<file path="src/rtl/riscv_pkg.sv">
// Shared RV64 constants, opcode encodings and the fetch-stage state type.
package riscv_pkg;

   localparam int unsigned XLEN = 64;
   localparam int unsigned ILEN = 32;
   localparam logic [XLEN-1:0] PC_INC = 64'd4;

   localparam logic [6:0] OpcLd  = 7'b0000011;
   localparam logic [6:0] OpcSd  = 7'b0100011;
   localparam logic [6:0] OpcBeq = 7'b1100011;

   typedef enum logic [1:0] {
      StIdle,
      StFetch,
      StHold,
      StHalt
   } fetch_state_e;

endpackage

</file>
<file path="src/rtl/pc_next_gen.sv">
// Combinational next-PC: sequential step or beq target (offset given in halfwords).
module pc_next_gen
   import riscv_pkg::*;
(
   input  logic [XLEN-1:0] pc_i,
   input  logic            branch_taken_i,
   input  logic [XLEN-1:0] branch_imm_i,
   output logic [XLEN-1:0] pc_next_o
);

   logic [XLEN-1:0] offset;

   // Wraps modulo 2^64; misaligned targets are passed through untouched.
   assign offset    = branch_taken_i ? (branch_imm_i << 1) : PC_INC;
   assign pc_next_o = pc_i + offset;

endmodule

</file>
<file path="src/rtl/instruction_fetch.sv">
// Single-outstanding instruction fetch stage with a one-entry output register.
// Optional HALT_ON_ZERO_EN: an all-zero fetched word parks the stage in HALT until reset.
module instruction_fetch
   import riscv_pkg::*;
#(
   parameter logic [XLEN-1:0] RESET_PC = 64'h0
) (
   input  logic            clk,
   input  logic            rst_n,
   output logic            imem_req,
   output logic [XLEN-1:0] imem_addr,
   input  logic            imem_ready,
   input  logic [ILEN-1:0] imem_rdata,
   output logic [ILEN-1:0] inst,
   output logic            inst_valid,
   input  logic            inst_accept,
   input  logic            branch_taken,
   input  logic [XLEN-1:0] branch_imm,
   output logic [XLEN-1:0] pc,
   output logic            halted
);

   fetch_state_e    state_q, state_d;
   logic [XLEN-1:0] pc_q, pc_d, pc_next;
   logic [ILEN-1:0] inst_q, inst_d;
   logic            inst_valid_q, inst_valid_d;
   logic            consume;

   pc_next_gen u_pc_next_gen (
      .pc_i           (pc_q),
      .branch_taken_i (branch_taken),
      .branch_imm_i   (branch_imm),
      .pc_next_o      (pc_next)
   );

   assign consume = inst_accept && inst_valid_q;

`ifdef HALT_ON_ZERO_EN
   logic halted_q, halted_d;
`endif

   always_comb begin
      state_d      = state_q;
      pc_d         = pc_q;
      inst_d       = inst_q;
      inst_valid_d = inst_valid_q;
      imem_req     = 1'b0;
`ifdef HALT_ON_ZERO_EN
      halted_d     = halted_q;
`endif
      unique case (state_q)
         StIdle: state_d = StFetch;
         StFetch: begin
            imem_req = 1'b1;
            if (imem_ready) begin
               inst_d = imem_rdata;
`ifdef HALT_ON_ZERO_EN
               if (imem_rdata == '0) begin
                  state_d  = StHalt;
                  halted_d = 1'b1;
               end else
`endif
               begin
                  inst_valid_d = 1'b1;
                  state_d      = StHold;
               end
            end
         end
         StHold: begin
            if (consume) begin
               inst_valid_d = 1'b0;
               pc_d         = pc_next;
               state_d      = StFetch;
            end
         end
         StHalt: state_d = StHalt;
         default: state_d = StIdle;
      endcase
   end

   always_ff @(posedge clk) begin
      if (!rst_n) begin
         state_q      <= StIdle;
         pc_q         <= RESET_PC;
         inst_q       <= '0;
         inst_valid_q <= 1'b0;
`ifdef HALT_ON_ZERO_EN
         halted_q     <= 1'b0;
`endif
      end else begin
         state_q      <= state_d;
         pc_q         <= pc_d;
         inst_q       <= inst_d;
         inst_valid_q <= inst_valid_d;
`ifdef HALT_ON_ZERO_EN
         halted_q     <= halted_d;
`endif
      end
   end

   assign imem_addr  = pc_q;
   assign pc         = pc_q;
   assign inst       = inst_q;
   assign inst_valid = inst_valid_q;
`ifdef HALT_ON_ZERO_EN
   assign halted     = halted_q;
`else
   assign halted     = 1'b0;
`endif

endmodule
</file>
<file path="config.mk">
export PLATFORM = sky130hd
export DESIGN_NAME = instruction_fetch
export DESIGN_NICKNAME = d
export VERILOG_FILES = /design/src/rtl/riscv_pkg.sv /design/src/rtl/pc_next_gen.sv /design/src/rtl/instruction_fetch.sv
export SDC_FILE = /design/constraint.sdc
export NUM_CORES = 1
export LEC_CHECK = 0
export BUFFER_PORTS_ARGS = -buffer_cell sky130_fd_sc_hd__buf_2
export CAP_MARGIN = 30
export CORE_ASPECT_RATIO = 0.75
export CORE_MARGIN = 1
export CORE_UTILIZATION = 40
export CTS_BUF_LIST = sky130_fd_sc_hd__clkbuf_8
export DETAILED_ROUTE_END_ITERATION = 8
export PLACE_DENSITY = 0.65
export SYNTH_ARGS = -nofsm -noshare
export SYNTH_HDL_FRONTEND = slang
export SYNTH_SLANG_ARGS = --single-unit
</file>
<file path="constraint.sdc">
create_clock -name clk -period 4.5 [get_ports clk]
set_clock_uncertainty 0.15 [all_clocks]
set_input_delay 0.45 -clock clk [delete_from_list [all_inputs] [get_ports clk]]
set_output_delay 0.45 -clock clk [all_outputs]
set_load 0.02 [all_outputs]
</file>
==> impl_metrics.csv, run 1 <==
group,metric,value,unit
logic_synthesis,syn_inst,1121,
logic_synthesis,ys_ff_latch,98,
setup_path,cp-end-kind,"flop",
placement,dpl.hpwl,18.3,mm
die,die_area,21000,µm²
placement,dp_cells,1515,
placement,pre_cts_slack,0.316,ns
layout,multi_input_area,5380,µm²
clock_tree,cts_resized,0,
logic_synthesis,synth_area_per_cell,7.28,µm²
logic_synthesis,synth_edf_count,0,
die,die_w,167,µm
route,met2_length,10.1,mm
global_routing,overflow,0,
route,vias_per_cell,5.39,
layout,post-route-cell-area,9360,µm²
sta,timing.final.ws_setup,0.728,ns
placement,gp_congestion,0.940,
layout,syn2layout_area_growth,14.7,%
logic_synthesis,synth_top_family_by_area,"compound AO/OA/AOI/OAI gates",
clock_tree,clk_pin_slew,0.12,ns
power,power.leakage,4.50,nW
logic_synthesis,synth_fa_ha_area_share,9.76,%
route,wl_per_cell,15.6,µm
run,maxCapViolCount,0,
power,cellPowerDensity,195,nW/µm²
route,wl_met1,11.9,mm
layout,drive_gt1_share,24.0,%
layout,seq_area,1960,µm²
clock_tree,clk-insertion-delay-late,0.40,ns
clock_tree,numCtsBuffers,9,
logic_synthesis,synth_compound_area_share,25.7,%
route,drt-total-wl,23.9,mm
die,die_height,126,µm
route,drt-pass1-iter-count,5,
logic_synthesis,post_synth_xor_area_fraction,4.30,%
route,antenna_left,0,
route,drc,0,
layout,finalNetCount,1437,
setup_path,crit_path_start_kind,"flop",
sta,finalCriticalPeriod,3.77,ns
setup_path,cp_max_fo,5,
setup_path,worstSetupPathType,"flop to flop",
layout,final_cells,1531,
logic_synthesis,ys_seq_area_share,24.1,%
clock_tree,post_cts_buffers,0,
die,initial_core_util,41.5,%
logic_synthesis,synthSimpleGateAreaFrac,25.4,%
sta,setup_viol,0,
sta,period_share,83.8,%
power,total_power,1.82,mW
sta,slew_viol_final,0,
die,pin_count,264,
placement,place.port_buffers,259,
status,status,"completed",
clock_tree,htreeDepth,3,
min_path,hold_class,"input pin to flop",
route,top_layer,"met4",
setup_path,crit_required,4.68,ns
logic_synthesis,ys.flop_type,"dfxtp_1",
sta,max_slew.worst_pin.slew,0.862,ns
sta,rsz0062_at_grt,"no",
clock_tree,cts_sinks,98,
route,num_vias,8254,
layout,layout_commonest_cell,"buf_2",
setup_path,arrival,3.95,ns
clock_tree,cts_hold_buffers,0,
global_routing,antenna_found_initial,0,
layout,finalCoreUtilization,47.6,%
power,vdd_drop_max,0.156,mV
logic_synthesis,synth_mux_area_share,0.506,%
logic_synthesis,yosys_warnings,0,
global_routing,grt_usage,22.3,%
sta,tns,0,ns
clock_tree,tritoncts,"yes",
die,placementRows,44,
die,core,19700,µm²
layout,num-fill-cells,2019,
global_routing,grt_pass1_wl,38.1,mm
logic_synthesis,ys_async_sr_fraction,0,%
sta,whs,0.115,ns
clock_tree,clock_path_buffers,2,
global_routing,grt_pass1_vias,7362,
global_routing,grt_max_degree,41,
sta,fmax,0.265,GHz
placement,dpl_cell_area,9150,µm²
logic_synthesis,synthesis.area,8160,µm²
route,drt_iter0_drc,572,
logic_synthesis,synth.distinct_cells,69,
route,wl_met3,1.67,mm
sta,slew_headroom,42.5,%
clock_tree,root_buffer,"clkbuf_8",
layout,diodes,0,
sta,finalHoldViolCount,0,
layout,final_cell_mix,"buf_2 (259), nand2_1 (182), a21oi_1 (151)",
-- state kept, by name, indices dropped and copies added, names as in the netlist --
signal and flops:
imem_addr 63, inst 32, state_q 2, inst_valid 1
-- cell usage after synthesis (2+ instances only) --
library cell / count / area (µm²)
and2_1: 70 / 438
clkbuf_1: 62 / 233
a2111oi_0: 2 / 17.5
a211o_1: 7 / 61.3
o2111ai_1: 2 / 17.5
xor2_1: 20 / 175
buf_2: 3 / 15.0
a211oi_1: 11 / 82.6
nor2b_1: 7 / 43.8
a31oi_1: 7 / 43.8
a21boi_0: 2 / 15.0
dfxtp_1: 98 / 1960
mux2i_1: 3 / 30.0
and3_1: 7 / 43.8
nor2_1: 48 / 180
xnor2_1: 20 / 175
o21bai_1: 11 / 82.6
o21ai_0: 43 / 215
nand3_1: 28 / 140
nor3_1: 22 / 110
o211ai_1: 11 / 82.6
o21ai_1: 5 / 25.0
buf_4: 66 / 495
nand3b_1: 6 / 45.0
o21a_1: 14 / 105
buf_1: 2 / 7.51
a311o_1: 2 / 20.0
a2111oi_4: 2 / 55.1
a21oi_2: 2 / 17.5
ha_1: 62 / 776
a21oi_1: 151 / 756
or3_1: 12 / 75.1
nand4_1: 24 / 150
nand2b_1: 6 / 37.5
inv_1: 22 / 82.6
o211a_1: 2 / 20.0
o31ai_1: 4 / 30.0
a21o_1: 38 / 285
or4_1: 2 / 15.0
nor4_1: 5 / 31.3
nand2_1: 182 / 683
-- final timing paths --
check / startpoint / to / slack (ns) / cells past startpoint
worst min register to register: inst[11] / inst[11] / 0.31 / 2
worst max-delay path: imem_addr[1] / imem_addr[57] / 0.73 / 12
worst min-delay path: imem_rdata[13] / inst[13] / 0.12 / 3
worst max register to register: imem_addr[1] / imem_addr[57] / 0.73 / 12
-- cell type report --
| class | count | share of cell area (%) |
|---|---|---|
| Clock inverter | 7 | 0.869 |
| Timing Repair Buffer | 272 | 15.0 |
| Clock buffer | 9 | 1.32 |
| Sequential cell | 98 | 21.0 |
| Tap cell | 253 | 3.38 |
| Multi-Input combinational cell | 869 | 57.5 |
| Inverter | 23 | 0.923 |
-- power breakdown --
| group | total [mW] | switching (mW) | internal, mW | leakage (nW) |
|---|---|---|---|---|
| Sequential | 0.897 | 0.0108 | 0.886 | 0.793 |
| Combinational | 0.309 | 0.189 | 0.120 | 3.60 |
| Clock | 0.617 | 0.393 | 0.224 | 0.104 |
| Total | 1.82 | 0.593 | 1.23 | 4.50 |
-- worst max-delay path: stages, from the launching register on --
cell       delay [ns]
dfxtp_1          0.41
ha_1             0.21
inv_1            0.06
fa_1             0.39
nand2b_1         0.19
a21oi_2          0.22
o211ai_4         0.13
a2111oi_4        0.50
o2111ai_1        0.27
a211o_1          0.45
a2111oi_4        0.41
nor3_1           0.10
o31ai_2          0.21
-- layer usage --
layer	vias up	GRT usage, %
met1	3759	32.8
met4	0	4.52
li1	4178	-
met5	-	0
met2	301	33.4
met3	16	4.65
-- cell families (layout without fill, tap and decap cells) --
family | count (synthesis) | count (layout)
AOI/OAI and AO/OA | 332 | 332
xor gates and xnor gates | 40 | 40
and+or+nand+nor | 427 | 427
muxes | 4 | 4
DFF | 98 | 98
adders and majority gates | 63 | 63
buffers and inverters | 156 | 311
other | 1 | 3
Power figures use the tool's default switching activity.
==> run 2, diff against run 1 <==
PLACE_DENSITY = 0.68   (was 0.65)
clock period = 3.4 ns   (was 4.5 ns; I/O delays follow)
==> impl_metrics.csv, run 2 (synthesis gave the netlist of run 1 again) <==
group,metric,value,unit
status,status,"completed",
sta,finalHoldViolCount,0,
die,core,19700,µm²
route,drt-total-wl,26.1,mm
setup_path,arrival,3.50,ns
sta,setup_viol,0,
power,p_int,1.69,mW
global_routing,antenna_found_initial,0,
layout,diodes,0,
global_routing,grt_pass1_wl,42.1,mm
global_routing,grt_usage,24.6,%
route,drc,0,
die,pin_count,264,
sta,fmax,0.301,GHz
power,seqPwrFrac,47.7,%
route,wl_per_cell,15.4,µm
clock_tree,clk_pin_slew,0.12,ns
power,vdd_drop_max,0.170,mV
sta,period_share,97.6,%
route,drt_iter0_drc,660,
clock_tree,cts_sinks,98,
sta,slew_headroom,34.6,%
placement,place.port_buffers,259,
min_path,hold_path_end,"inst[30]",
route,num_vias,8981,
layout,final_cells,1697,
run,maxCapViolCount,0,
die,die_w,167,µm
sta,rsz0062_at_grt,"no",
power,power.leakage,5.32,nW
power,power_switching,0.799,mW
placement,gp_congestion,0.905,
clock_tree,tritoncts,"yes",
power,swShare,32.1,%
placement,dp_cells,1665,
die,die_height,126,µm
sta,timing.final.ws_setup,0.0820,ns
clock_tree,clock_path_buffers,2,
layout,final_cell_mix,"buf_2 (258), nand2_1 (182), buf_4 (165)",
sta,finalCriticalPeriod,3.32,ns
route,drt-pass1-iter-count,5,
die,die_area,21000,µm²
route,vias_per_cell,5.29,
die,placementRows,44,
setup_path,crit_path_start_kind,"input pin",
clock_tree,numCtsBuffers,9,
placement,pre_cts_slack,-0.276,ns
global_routing,overflow,0,
power,p_clk_share,32.3,%
die,initial_core_util,41.5,%
power,cellPowerDensity,232,nW/µm²
clock_tree,root_buffer,"clkbuf_8",
power,power_frac_comb,20.0,%
setup_path,crit_required,3.58,ns
clock_tree,htreeDepth,3,
setup_path,cp-end-kind,"flop",
sta,whs,0.0134,ns
placement,dpl.hpwl,20.3,mm
layout,layout_commonest_cell,"buf_2",
power,total_power,2.49,mW
layout,largest_register_ffs,63,
sta,max_slew.worst_pin.slew,0.981,ns
setup_path,regToRegEndpoint,"imem_addr[57]",
min_path,hold_depth,3,
layout,drive_gt1_share,32.7,%
setup_path,cp_max_fo,19,
min_path,hold_class,"input pin to flop",
setup_path,r2r.worst_path.cells,13,
route,antenna_left,0,
layout,syn2layout_area_growth,31.3,%
layout,finalNetCount,1603,
global_routing,grt_pass1_vias,8338,
global_routing,grt_max_degree,50,
clock_tree,clk-insertion-delay-late,0.40,ns
sta,tns,0,ns
setup_path,worstSetupPathType,"input pin to flop",
setup_path,rr_startpoint,"imem_addr[1]",
min_path,hold_start,"imem_rdata[30]",
setup_path,r2r_setup_slack,0.12,ns
sta,slew_viol_final,0,
run 2: final cells by class:
type	count	area, µm²
fillers	1894	8940
clock inverters	7	76.3
repair buffers	438	2690
multi-input cells	869	5460
inverters	23	86.3
well taps	253	317
flip-flops and latches	98	1960
clock buffers	9	124
run 2: power by group through the flow:
stage	logic, mW	registers, mW	clock network, mW
finish	0.497	1.19	0.805
global route	0.541	1.19	0.884
CTS	0.490	1.19	0.837
detailed placement	0.476	1.21	0
global placement	0.472	1.21	0
floorplan	0.245	1.24	0
run 2: critical path, stage by stage:
cell and delay [ns]:
clkbuf_4 0.19, buf_4 0.20, buf_4 0.19, and2_1 0.15, ha_1 0.39, nand2_1 0.14, o21ai_1 0.27, o21bai_1 0.11
nor2b_1 0.17, or4_1 0.49, o21a_1 0.25, a211o_1 0.28, o211ai_1 0.11, mux2i_1 0.21
run 2: repair_timing:
item | 4_1_cts | 5_1_grt
gates resized for setup | 0 | 13
hold buffers | 13 | 0
setup buffers | 0 | 3
hold endpoints to repair | 13 | 0
setup endpoints to repair | 0 | 9
run 2: how the worst max path moves through the flow:
stage,from,endpoint,slack [ns]
finish,branch_taken,imem_addr[63],0.08
global route,branch_taken,imem_addr[40],0.002
CTS,branch_taken,imem_addr[63],0.13
detailed placement,branch_taken,imem_addr[57],-0.28
global placement,branch_taken,imem_addr[57],-0.24
floorplan,branch_taken,imem_addr[57],0.006
run 2: per-layer routing:
layer	vias up	wire length, µm	part of all wire (%)	global-route usage, %
li1	4515	-	-	-
met1	4110	13100	50	35.6
met2	324	11200	43	38.0
met3	32	1500	5.7	3.77
met4	0	361	1.4	6.05
met5	-	0	0	0
run 2: metrics by stage:
stage	area, µm²	util, %
2_1_floorplan	8200	-
3_3_place_gp	10300	52.4
3_5_place_dp	10300	52.4
4_1_cts	10600	54.1
5_1_grt	10700	54.5
6_report	10700	54.5
